$ cat config.mk
export PLATFORM = sky130hd
export DESIGN_NAME = wide_add_sequencer
export DESIGN_NICKNAME = d
export VERILOG_FILES = /design/src/rtl/wide_add_sequencer.sv
export SDC_FILE = /design/constraint.sdc
export NUM_CORES = 1
export LEC_CHECK = 0
export CORE_MARGIN = 1
export CORE_UTILIZATION = 45
export CTS_CLUSTER_DIAMETER = 200
export CTS_CLUSTER_SIZE = 40
export DETAILED_ROUTE_END_ITERATION = 6
export PLACE_DENSITY = 0.9
export SLEW_MARGIN = 5
export SYNTH_ARGS = -nofsm -noshare
export SYNTH_HDL_FRONTEND = slang
export SYNTH_SLANG_ARGS = --single-unit
export TNS_END_PERCENT = 1
$ cat constraint.sdc
create_clock -name clk -period 2.1 [get_ports clk]
set_input_delay 0.525 -clock clk [delete_from_list [all_inputs] [get_ports clk]]
set_output_delay 0.525 -clock clk [all_outputs]
set_load 0.02 [all_outputs]
$ cat src/rtl/wide_add_sequencer.sv
// Multi-cycle controller for an external WORD_W-bit combinational adder: slices wide operands
// into chunks, feeds them LSW first with chained carry, and returns the registered wide sum.
module wide_add_sequencer #(
    parameter int unsigned WORD_W    = 32,
    parameter int unsigned NUM_WORDS = 2
) (
    input  logic                        clk,
    input  logic                        rst_n,
    input  logic                        in_valid,
    output logic                        in_ready,
    input  logic [WORD_W*NUM_WORDS-1:0] in_a,
    input  logic [WORD_W*NUM_WORDS-1:0] in_b,
    input  logic                        in_cin,
    output logic [WORD_W-1:0]           add_a,
    output logic [WORD_W-1:0]           add_b,
    output logic                        add_cin,
    input  logic [WORD_W-1:0]           add_s,
    input  logic                        add_cout,
    output logic                        out_valid,
    input  logic                        out_ready,
    output logic [WORD_W*NUM_WORDS-1:0] out_sum,
    output logic                        out_cout
);

    localparam int unsigned WideW = WORD_W * NUM_WORDS;
    localparam int unsigned IdxW  = (NUM_WORDS > 1) ? $clog2(NUM_WORDS) : 1;
    localparam logic [IdxW-1:0] LastIdx = IdxW'(NUM_WORDS - 1);

    typedef enum logic [1:0] {
        StIdle,
        StRun,
        StDone
    } state_e;

    state_e            state_q, state_d;
    logic [IdxW-1:0]   idx_q, idx_d;
    logic [WideW-1:0]  a_q, a_d;
    logic [WideW-1:0]  b_q, b_d;
    logic [WideW-1:0]  sum_q, sum_d;
    logic              carry_q, carry_d;

    always_ff @(posedge clk or negedge rst_n) begin
        if (!rst_n) begin
            state_q <= StIdle;
            idx_q   <= '0;
            a_q     <= '0;
            b_q     <= '0;
            sum_q   <= '0;
            carry_q <= 1'b0;
        end else begin
            state_q <= state_d;
            idx_q   <= idx_d;
            a_q     <= a_d;
            b_q     <= b_d;
            sum_q   <= sum_d;
            carry_q <= carry_d;
        end
    end

    always_comb begin
        state_d   = state_q;
        idx_d     = idx_q;
        a_d       = a_q;
        b_d       = b_q;
        sum_d     = sum_q;
        carry_d   = carry_q;
        in_ready  = 1'b0;
        out_valid = 1'b0;
        add_a     = '0;
        add_b     = '0;
        add_cin   = 1'b0;

        unique case (state_q)
            StIdle: begin
                in_ready = 1'b1;
                if (in_valid) begin
                    a_d     = in_a;
                    b_d     = in_b;
                    carry_d = in_cin;
                    idx_d   = '0;
                    state_d = StRun;
                end
            end
            StRun: begin
                // carry_q holds the previous chunk's carry-out, chaining the ripple across cycles
                add_a   = a_q[idx_q*WORD_W +: WORD_W];
                add_b   = b_q[idx_q*WORD_W +: WORD_W];
                add_cin = carry_q;
                sum_d[idx_q*WORD_W +: WORD_W] = add_s;
                carry_d = add_cout;
                if (idx_q == LastIdx) begin
                    state_d = StDone;
                end else begin
                    idx_d = idx_q + 1'b1;
                end
            end
            StDone: begin
                out_valid = 1'b1;
                if (out_ready) begin
                    state_d = StIdle;
                end
            end
            default: state_d = StIdle;
        endcase
    end

    assign out_sum  = sum_q;
    assign out_cout = carry_q;

endmodule

==> results.yml, run 1 <==
global_route:
  grt_start_max_net_pins: 54
  grt_pass1_vias: 6251
  antenna_found_initial: 0
  grt_pass1_wl_um: 34220
  gr-usage-all-layers_pct: 23.04
  grt-ovfl-total: 0
sta:
  holdWs_ns: 0.06909
  slew_headroom_pct: 67.94
  finalSetupTns_ns: -2.813
  setup_ws_ns: -0.1699
  fin_crit_sh_pct: 108.1
  rsz0062_at_grt: "yes"
  final-hold-violation-count: 0
  finalCriticalPeriod_ns: 2.270
  worstMarginPinSlew_ns: 0.4809
  slew_violations: 0
  fin_skew_ns: 0.01363
  finalSetupViolations: 44
  fmax_mhz: 440.5
hold_path:
  hp-class: "input pin to async pin"
pwr:
  combPwrFrac_pct: 50.6
  p_leak_uw: 0.005483
  power_frac_seq_pct: 34.1
  clkPwrFrac_pct: 15.3
  swShare_pct: 36.34
  power_switching_uw: 7313
  intPower_uw: 12810
  ir_drop_uv: 900.8
  powerDensity_nw_per_um2: 1639
floorplan:
  initial_core_util_pct: 46.25
  rows: 49
  coreArea_um2: 18090
  die_h_um: 138.3
  fp.dieW_um: 138.3
  ioPinCount: 298
  die_area_um2: 19140
cells_and_area:
  n_antenna_cell: 0
  final_cells: 1127
  nFillCells: 1319
  area_growth_syn_to_layout_pct: 46.74
  layout-drive-gt1-share_pct: 37.08
  finish.net_count: 1051
logic_synthesis:
  synthesis.nets: 739
  synthArstFlopShare_pct: 100.0
  synth_area_um2: 8366
  ys_ff_latch: 196
  ys_top_cells_by_count: "dfrtp_1 (196), mux2_2 (163), nor2_1 (69)"
  synth_top_area_share_pct: 58.63
  synth_cell_types: 17
  synth_flop_cell: "dfrtp_1"
  syn-instance-count: 573
  synth_edf_count: 0
  synth_largest_area_cell: "dfrtp_1"
  synth_area_leaders: "dfrtp_1 (59%), mux2_2 (22%), mux2i_1 (7.8%), mux2_4 (5.2%), nor2_1 (3.1%)"
  seq_area_frac_synth_pct: 58.63
  yosysWarnings: 0
  yosysMostFrequentCell: "dfrtp_1"
  syn-mean-instance-area_um2: 14.60
place:
  place_congestion: 0.8289
  dp_hpwl_um: 15660
  place.port_buffers: 297
  dpl.cell_count: 1087
critical_path:
  cp_slowest_cell: "dfrtp_4"
  cp-startpoint: "idx_q"
  cp-end-kind: "primary output"
  cp_cell_sequence: "buf_6, clkbuf_16, mux2i_1, nor2_1, buf_2"
  start_kind: "flip-flop"
  worst-endpoint-required_ns: 1.57
  critical_path_class: "flip-flop to primary output"
  arrival_ns: 1.74
  worst-path-max-fanout: 10
  timing.rr.start: "idx_q"
  slowest_delay_ns: 0.57
clocking:
  cts_tree: "yes"
  htreeDepth: 4
  clock_latency_ns: 0.43
  cts_made_buffers: 17
  postCtsHoldBufs: 0
  cts.sinks: 196
  root_buffer: "clkbuf_16"
  clkTransAtPathRegs_ns: 0.08
  cts_buffer_depth: 2
route:
  num_vias: 5710
  finalWirelength_um: 21570
  first_pass_iters: 6
  vias_per_cell: 5.067
  first_iter_violations: 207
  drt_drc_violations_left: 28
  drt-wirelength-per-cell_um: 19.14
  ant_nets: 0
status:
  outcome: "finished, violations left"
  violations: "design-rule violations, negative setup slack"
run:
  cap_viol_max_count: 0
==> area by class of cell <==
cell class              count  area (um^2)  share of cell area (%)
flip-flops and latches    196         4908                   39.99
clock inverters            14        118.9                  0.9683
repair buffers            330         3239                   26.39
well taps                 229        286.5                   2.334
multi-input cells         337         3272                   26.65
inverters                   3        11.26                 0.09173
clock buffers              18        439.2                   3.578
==> stage by stage <==
stage | util, % | setup slack (ns) | power, uW | instance area (um^2)
finish | 67.87 | -0.1699 | 20120 | 12280
global route | 67.87 | -0.1987 | 21180 | 12280
CTS | 67.09 | -0.2621 | 19900 | 12130
detailed placement | 65.11 | -0.09397 | 17190 | 11780
global placement | 65.11 | -0.09405 | 16840 | 11780
floorplan | - | 0.2292 | 12800 | 8366
==> path summary, 6_finish.rpt <==
check / end / slack (ns) / cells after the start
min in group clk: b_q[25] / 0.51 / 1
max in group asynchronous: b_q[41] / 1.43 / 2
worst max register to register: out_sum[33] / 0.12 / 7
worst min-delay path: out_sum[0] / 0.07 / 1
worst max-delay path: add_a[28] / -0.17 / 5
worst min register to register: b_q[25] / 0.51 / 1
==> critical path, delay by kind of cell (launching register included) <==
| kind | cells | cell delay, ns |
|---|---|---|
| simple gates | 1 | 0.11 |
| mux | 1 | 0.12 |
| flops | 1 | 0.57 |
| buf+inv | 3 | 0.52 |
==> power groups by stage <==
stage | clock network (uW) | registers, uW | logic [uW]
final | 3090 | 6850 | 10200
after CTS | 3160 | 6850 | 9890
after global placement | 0 | 6790 | 10000
after detailed placement | 0 | 6900 | 10300
after floorplan | 0 | 7360 | 5430
after global routing | 3310 | 7110 | 10800
==> sequential cells by signal (all words and copies together), names as in the netlist <==
name	count
out_cout	1
idx_q	1
state_q	2
out_sum	64
a_q	64
b_q	64
==> cell families (layout without fill, tap and decap cells) <==
group | after synthesis | after routing | synth area share [%]
mux | 257 | 257 | 34.92
flops | 196 | 196 | 58.63
compound gates | 2 | 2 | 0.1645
buf+inv | 40 | 365 | 2.617
simple gates | 78 | 78 | 3.664
==> layer usage <==
| layer | up-vias | GRT usage [%] | part of all wire (%) |
|---|---|---|---|
| met5 | - | 0 | 0 |
| met4 | 0 | 9.758 | 3.2 |
| met3 | 41 | 4.399 | 4.3 |
| met2 | 182 | 39.70 | 51 |
| met1 | 2872 | 28.37 | 41 |
| li1 | 2615 | - | - |
==> cell usage in the layout (no fill, tap or decap), types with 4 or more instances in the layout <==
cell	netlist	routed
clkdlybuf4s50_1	0	229
mux2_2	163	163
dfrtp_1	196	195
nor2_1	69	66
buf_12	0	13
buf_2	22	17
mux2_4	29	29
mux2i_1	65	61
buf_4	3	53
mux2i_2	0	4
clkdlybuf4s15_2	0	4
clkbuf_16	0	18
buf_6	4	5
==> timing repair <==
item,4_1_cts,5_1_grt
resized for setup,248,69
buffers inserted,0,9
pin swaps,0,3
endpoints found under the setup margin,67,66
cloned,0,1
(Power assumes the default switching activity.)
==> run 2, diff against run 1 <==
--- a/config.mk
+++ b/config.mk
@@ -6,11 +6,11 @@
 export NUM_CORES = 1
 export LEC_CHECK = 0
 export CORE_MARGIN = 1
-export CORE_UTILIZATION = 45
+export CORE_UTILIZATION = 41
 export CTS_CLUSTER_DIAMETER = 200
 export CTS_CLUSTER_SIZE = 40
 export DETAILED_ROUTE_END_ITERATION = 6
-export PLACE_DENSITY = 0.9
+export PLACE_DENSITY = 0.87
 export SLEW_MARGIN = 5
 export SYNTH_ARGS = -nofsm -noshare
 export SYNTH_HDL_FRONTEND = slang
==> constraint.sdc (replaced) <==
create_clock -name clk -period 1.9 [get_ports clk]
set_input_delay 0.475 -clock clk [delete_from_list [all_inputs] [get_ports clk]]
set_output_delay 0.475 -clock clk [all_outputs]
set_load 0.02 [all_outputs]
==> run 2 against run 1 <==
- the flow finishes with violations (negative setup slack)
- sequential cell count unchanged
- utilization decreased by 4.4 points
- non-clock buffer count increased by 8
- combinational power increased by 9.8%
- worst setup slack got worse by 0.099 ns
- sequential power increased by 9.5%
- cell count increased by 3.9%
- critical endpoint is now add_b[24]
- largest cell class unchanged
==> results.yml, run 2 (synthesized netlist as in run 1, its figures left out) <==
sta:
  fin_crit_sh_pct: 114.2
  finalCriticalPeriod_ns: 2.169
  rsz0062_at_grt: "yes"
  slew_headroom_pct: 71.91
  slew_violations: 0
  finalSetupViolations: 65
  setup_ws_ns: -0.2689
  worstMarginPinSlew_ns: 0.4213
  fin_skew_ns: 0.01005
  fmax_mhz: 461.1
  final-hold-violation-count: 0
floorplan:
  rows: 51
  die_h_um: 144.8
  coreArea_um2: 19720
  die_area_um2: 20980
  initial_core_util_pct: 42.43
  fp.dieW_um: 144.8
  ioPinCount: 298
clocking:
  cts_made_buffers: 17
  cts.sinks: 196
  clock_latency_ns: 0.42
  htreeDepth: 4
  clkTransAtPathRegs_ns: 0.07
  root_buffer: "clkbuf_16"
  cts_tree: "yes"
  cts_buffer_depth: 2
pwr:
  power_uw: 22080
  p_leak_uw: 0.005981
  combPwrFrac_pct: 50.7
  power_frac_seq_pct: 33.9
  swShare_pct: 36.32
  power_switching_uw: 8021
  powerDensity_nw_per_um2: 1763
  clkPwrFrac_pct: 15.3
  ir_drop_uv: 965.6
  intPower_uw: 14060
critical_path:
  worst-endpoint-required_ns: 1.42
  cp-end-kind: "primary output"
  start_kind: "flip-flop"
  worst-path-max-fanout: 7
  arrival_ns: 1.69
  critical_path_class: "flip-flop to primary output"
global_route:
  antenna_found_initial: 0
  gr-usage-all-layers_pct: 19.75
  grt_pass1_vias: 5949
  grt_pass1_wl_um: 31200
  grt_start_max_net_pins: 44
  grt-ovfl-total: 0
route:
  num_vias: 5678
  first_pass_iters: 4
  first_iter_violations: 174
  drt-wirelength-per-cell_um: 18.17
  drt_drc_violations_left: 0
  vias_per_cell: 4.849
  finalWirelength_um: 21280
  ant_nets: 0
status:
  outcome: "finished, violations left"
  violations: "negative setup slack"
hold_path:
  hp-class: "flip-flop to flip-flop"
cells_and_area:
  finish.net_count: 1059
  n_antenna_cell: 0
  layout-drive-gt1-share_pct: 37.31
  final_cell_mix: "dfrtp_1 (195), clkdlybuf4s50_1 (168), mux2_2 (163)"
  post-route-util_pct: 63.51
  final_common_cell: "dfrtp_1"
  area_growth_syn_to_layout_pct: 49.70
run:
  cap_viol_max_count: 0
place:
  dp_hpwl_um: 15090
  place_congestion: 0.7651
  place.port_buffers: 297
-- run 2: path summary, 6_finish.rpt --
kind                             start           to  slack [ns]  cells past startpoint
min reg2reg                out_sum[24]  out_sum[24]        0.50                      1
max                              idx_q    add_b[24]       -0.27                      5
max in group asynchronous        rst_n      a_q[47]        0.75                      3
min in group asynchronous        rst_n   out_sum[3]        0.56                      2
min                        out_sum[24]  out_sum[24]        0.50                      1
max reg2reg                      idx_q  out_sum[34]        0.17                      5
-- run 2: critical path: stages (launching register included) --
cell and delay, ns:
dfrtp_4 0.54, buf_6 0.16, clkbuf_16 0.16, mux2i_1 0.12, nor2_1 0.14, buf_4 0.16
-- run 2: cell type report --
| type | count | area [um^2] |
|---|---|---|
| Inverter | 3 | 11.26 |
| Clock buffer | 19 | 432.9 |
| Timing Repair Buffer | 338 | 3448 |
| Multi-Input combinational cell | 337 | 3271 |
| Tap cell | 265 | 331.6 |
| Fill cell | 1471 | 7194 |
| Sequential cell | 196 | 4908 |
| Clock inverter | 13 | 120.1 |
-- run 2: power by group through the flow --
stage          clock network, uW  logic, uW  registers, uW
5_1_grt                     3660      11900           7760
3_3_place_gp                   0      11400           7430
3_5_place_dp                   0      11600           7560
4_1_cts                     3490      11000           7490
6_report                    3380      11200           7500
2_1_floorplan                  0       6010           8140
-- run 2: repair_timing --
| item | 4_1_cts | 5_1_grt |
|---|---|---|
| setup buffers | 0 | 4 |
| endpoints found under the setup margin | 85 | 110 |
| endpoints found under the hold margin | 12 | 0 |
| hold buffers | 1 | 0 |
| cloned | 0 | 3 |
| pin swaps | 0 | 2 |
| gates resized for setup | 208 | 181 |
-- run 2: through the flow --
| step | hold slack (ns) | cells | TNS, ns | instance area [um^2] | worst slack [ns] |
|---|---|---|---|---|---|
| finish | 0.5021 | 1171 | -10.38 | 12520 | -0.2689 |
| floorplan | 0.1794 | 573 | 0 | 8366 | 0.07923 |
| global route | 0.5191 | 1171 | -16.12 | 12520 | -0.3712 |
| detailed placement | 0.4533 | 1131 | -23.06 | 11960 | -0.1907 |
| global placement | 0.4561 | 1131 | -21.04 | 11960 | -0.1921 |
| CTS | 0.5094 | 1164 | -15.78 | 12350 | -0.3884 |
-- run 2: routing by layer --
metal  track usage, %  share of wire (%)  vias up
met5                0                  0        -
met4            7.091                2.2        0
met3            5.035                5.2       31
met2            34.11                 51      167
met1            23.77                 42     2843
li1                 -                  -     2637
==> run 3, diff against run 2 <==
--- a/config.mk
+++ b/config.mk
@@ -7,7 +7,7 @@
 export LEC_CHECK = 0
 export CORE_MARGIN = 1
 export CORE_UTILIZATION = 41
-export CTS_CLUSTER_DIAMETER = 200
+export CTS_CLUSTER_DIAMETER = 60
 export CTS_CLUSTER_SIZE = 40
 export DETAILED_ROUTE_END_ITERATION = 6
 export PLACE_DENSITY = 0.87
==> results of run 3 <==
No change in the layout: final DEF, timing and power equal those of run 2.
==> RTL change: new RTL, settings of run 2 <==
Change the parameter `WORD_W` from 32 to 64.
--- a/src/rtl/wide_add_sequencer.sv
+++ b/src/rtl/wide_add_sequencer.sv
@@ -1,7 +1,7 @@
 // Multi-cycle controller for an external WORD_W-bit combinational adder: slices wide operands
 // into chunks, feeds them LSW first with chained carry, and returns the registered wide sum.
 module wide_add_sequencer #(
-    parameter int unsigned WORD_W    = 32,
+    parameter int unsigned WORD_W    = 64,
     parameter int unsigned NUM_WORDS = 2
 ) (
     input  logic                        clk,
Interface: changed (6 resized); port bits go from 298 to 586. The function was not compared with the original's and may differ.
==> RTL change against run 2 <==
  * The flow still finishes with violations (negative setup slack)
  * Fmax fell by 8.6%
  * Sequential cell count rose by 192
  * Combinational power rose by 95%
  * Routed wire length rose by 120%
  * Area after synthesis rose by 95%
  * Register-to-register slack got worse by 0.27 ns
  * Setup slack got worse by 0.20 ns
  * Non-clock buffer count rose by 331
  * Power rose by 83%
  * Cell area rose by 88%
  * Largest power group unchanged
==> RTL change: results (changes against run 2) <==
CTS Buf Count -> 13 (-4)
Vias/cell -> 5.07 (+4.5%)
Failing checks -> negative setup slack
Fill cell count -> 3,021 (+110%)
Dpl ws -> -0.420 ns (-0.229 ns)
Peak supply drop -> 1.12 mV (+16%)
Vias in the first global route -> 12,692 (+110%)
Largest net degree at the start of global routing -> 66 (+50%)
Bufs on Longest Clock Path -> 3 (+1)
Clock latency on the worst-skew pair -> 0.51 ns (+0.09 ns)
Synth cell types -> 16 (-1)
DP HPWL -> 36.5 mm (+140%)
Final setup fails -> 193 (+200%)
Fin nets -> 2,058 (+94%)
I/O Buffers -> 585 (+97%)
WL per Instance -> 21.2 um (+17%)
Drt initial violations -> 404 (+130%)
First-pass GRT wire length -> 73.0 mm (+130%)
Sequential fraction of the synthesis area -> 59.6% (+1.0 points)
Synth area leaders -> dfrtp_1 (60%), mux2_2 (27%), mux2i_1 (7.9%)
GPL Wtd Cong -> 0.881 (+15%)
Post-synth top cells -> dfrtp_1 (388), mux2_2 (384), nor2_1 (132)
Total track usage -> 23.1% (+3.4 points)
Worst-margin pin slew -> 0.558 ns (+0.137 ns)
Clock transition at path regs -> 0.15 ns (+0.08 ns)
Post-DP Area -> 0.0233 sq mm (+95%)
Clk_skew -> 0.0145 ns (+0.00448 ns)
Setup WS post-layout -> -0.472 ns (-0.203 ns)
Worst EP arrival -> 1.90 ns (+0.21 ns)
Worst hold path type -> input port to async pin
Status -> finished with violations
Syn nets -> 1,445 (+96%)
-- RTL change: layer usage --
metal,global-route usage [%],vias up,part of all wire [%]
met3,5.15,103,6.2
met5,0,-,0
met4,9.60,0,4.5
li1,-,5101,-
met1,26.4,5774,37
met2,41.8,430,52
-- RTL change: power breakdown --
part | internal, mW | leakage, nW | switching (mW) | total, mW
Sequential | 12.5 | 4.55 | 2.40 | 14.9
Clock | 1.28 | 0.168 | 2.38 | 3.66
Combinational | 11.1 | 5.76 | 10.7 | 21.8
-- RTL change: through the flow --
stage	hold slack (ns)	utilization [%]	power (mW)	std cells
final	0.494	60.5	40.3	2252
after detailed placement	0.467	60.0	37.7	2227
after global placement	0.461	60.0	36.9	2227
after global routing	0.509	60.5	42.5	2252
after CTS	0.482	60.0	40.1	2245
after floorplan	0.179	-	27.3	1119
-- RTL change: worst max-delay path: stages (launching register included) --
cell and delay (ns):
dfrtp_4 0.55, buf_12 0.17, buf_16 0.16, mux2i_1 0.12, nor2_1 0.18, clkbuf_16 0.18
-- RTL change: kinds of logic after synthesis --
logic type,share of synthesized area [%]
muxes,34.5
DFF,59.6
and+or+nand+nor,3.37
buffers and inverters,2.41
AOI/OAI and AO/OA,0.0845
-- RTL change: final cells by class --
type                       instances  area (sq um)  area share (%)
clock buffer                      14           329            1.40
antenna                            2          5.00          0.0213
multi-input combinational        657          6300            26.8
tap                              518           648            2.75
inverter                           3          11.3          0.0478
sequential                       388          9710            41.3
timing repair buffer             669          6510            27.7
clock inverter                     1          16.3          0.0691
-- RTL change: final timing paths --
path / from / endpoint / slack (ns) / cells past startpoint
min in group clk: out_sum[64] / out_sum[64] / 0.51 / 1
max in group asynchronous: rst_n / out_sum[80] / 0.72 / 3
worst max-delay path: idx_q / add_a[58] / -0.47 / 5
worst min-delay path: rst_n / b_q[40] / 0.49 / 2
worst min register to register: out_sum[64] / out_sum[64] / 0.51 / 1
worst max register to register: idx_q / out_sum[104] / -0.10 / 6
-- RTL change: timing repair --
item,4_1_cts,5_1_grt
endpoints found under the setup margin,277,200
hold buffers,1,0
gates resized for setup,734,55
endpoints found under the hold margin,36,0
pin swaps,0,6
gates cloned,0,3
setup buffers,2,2
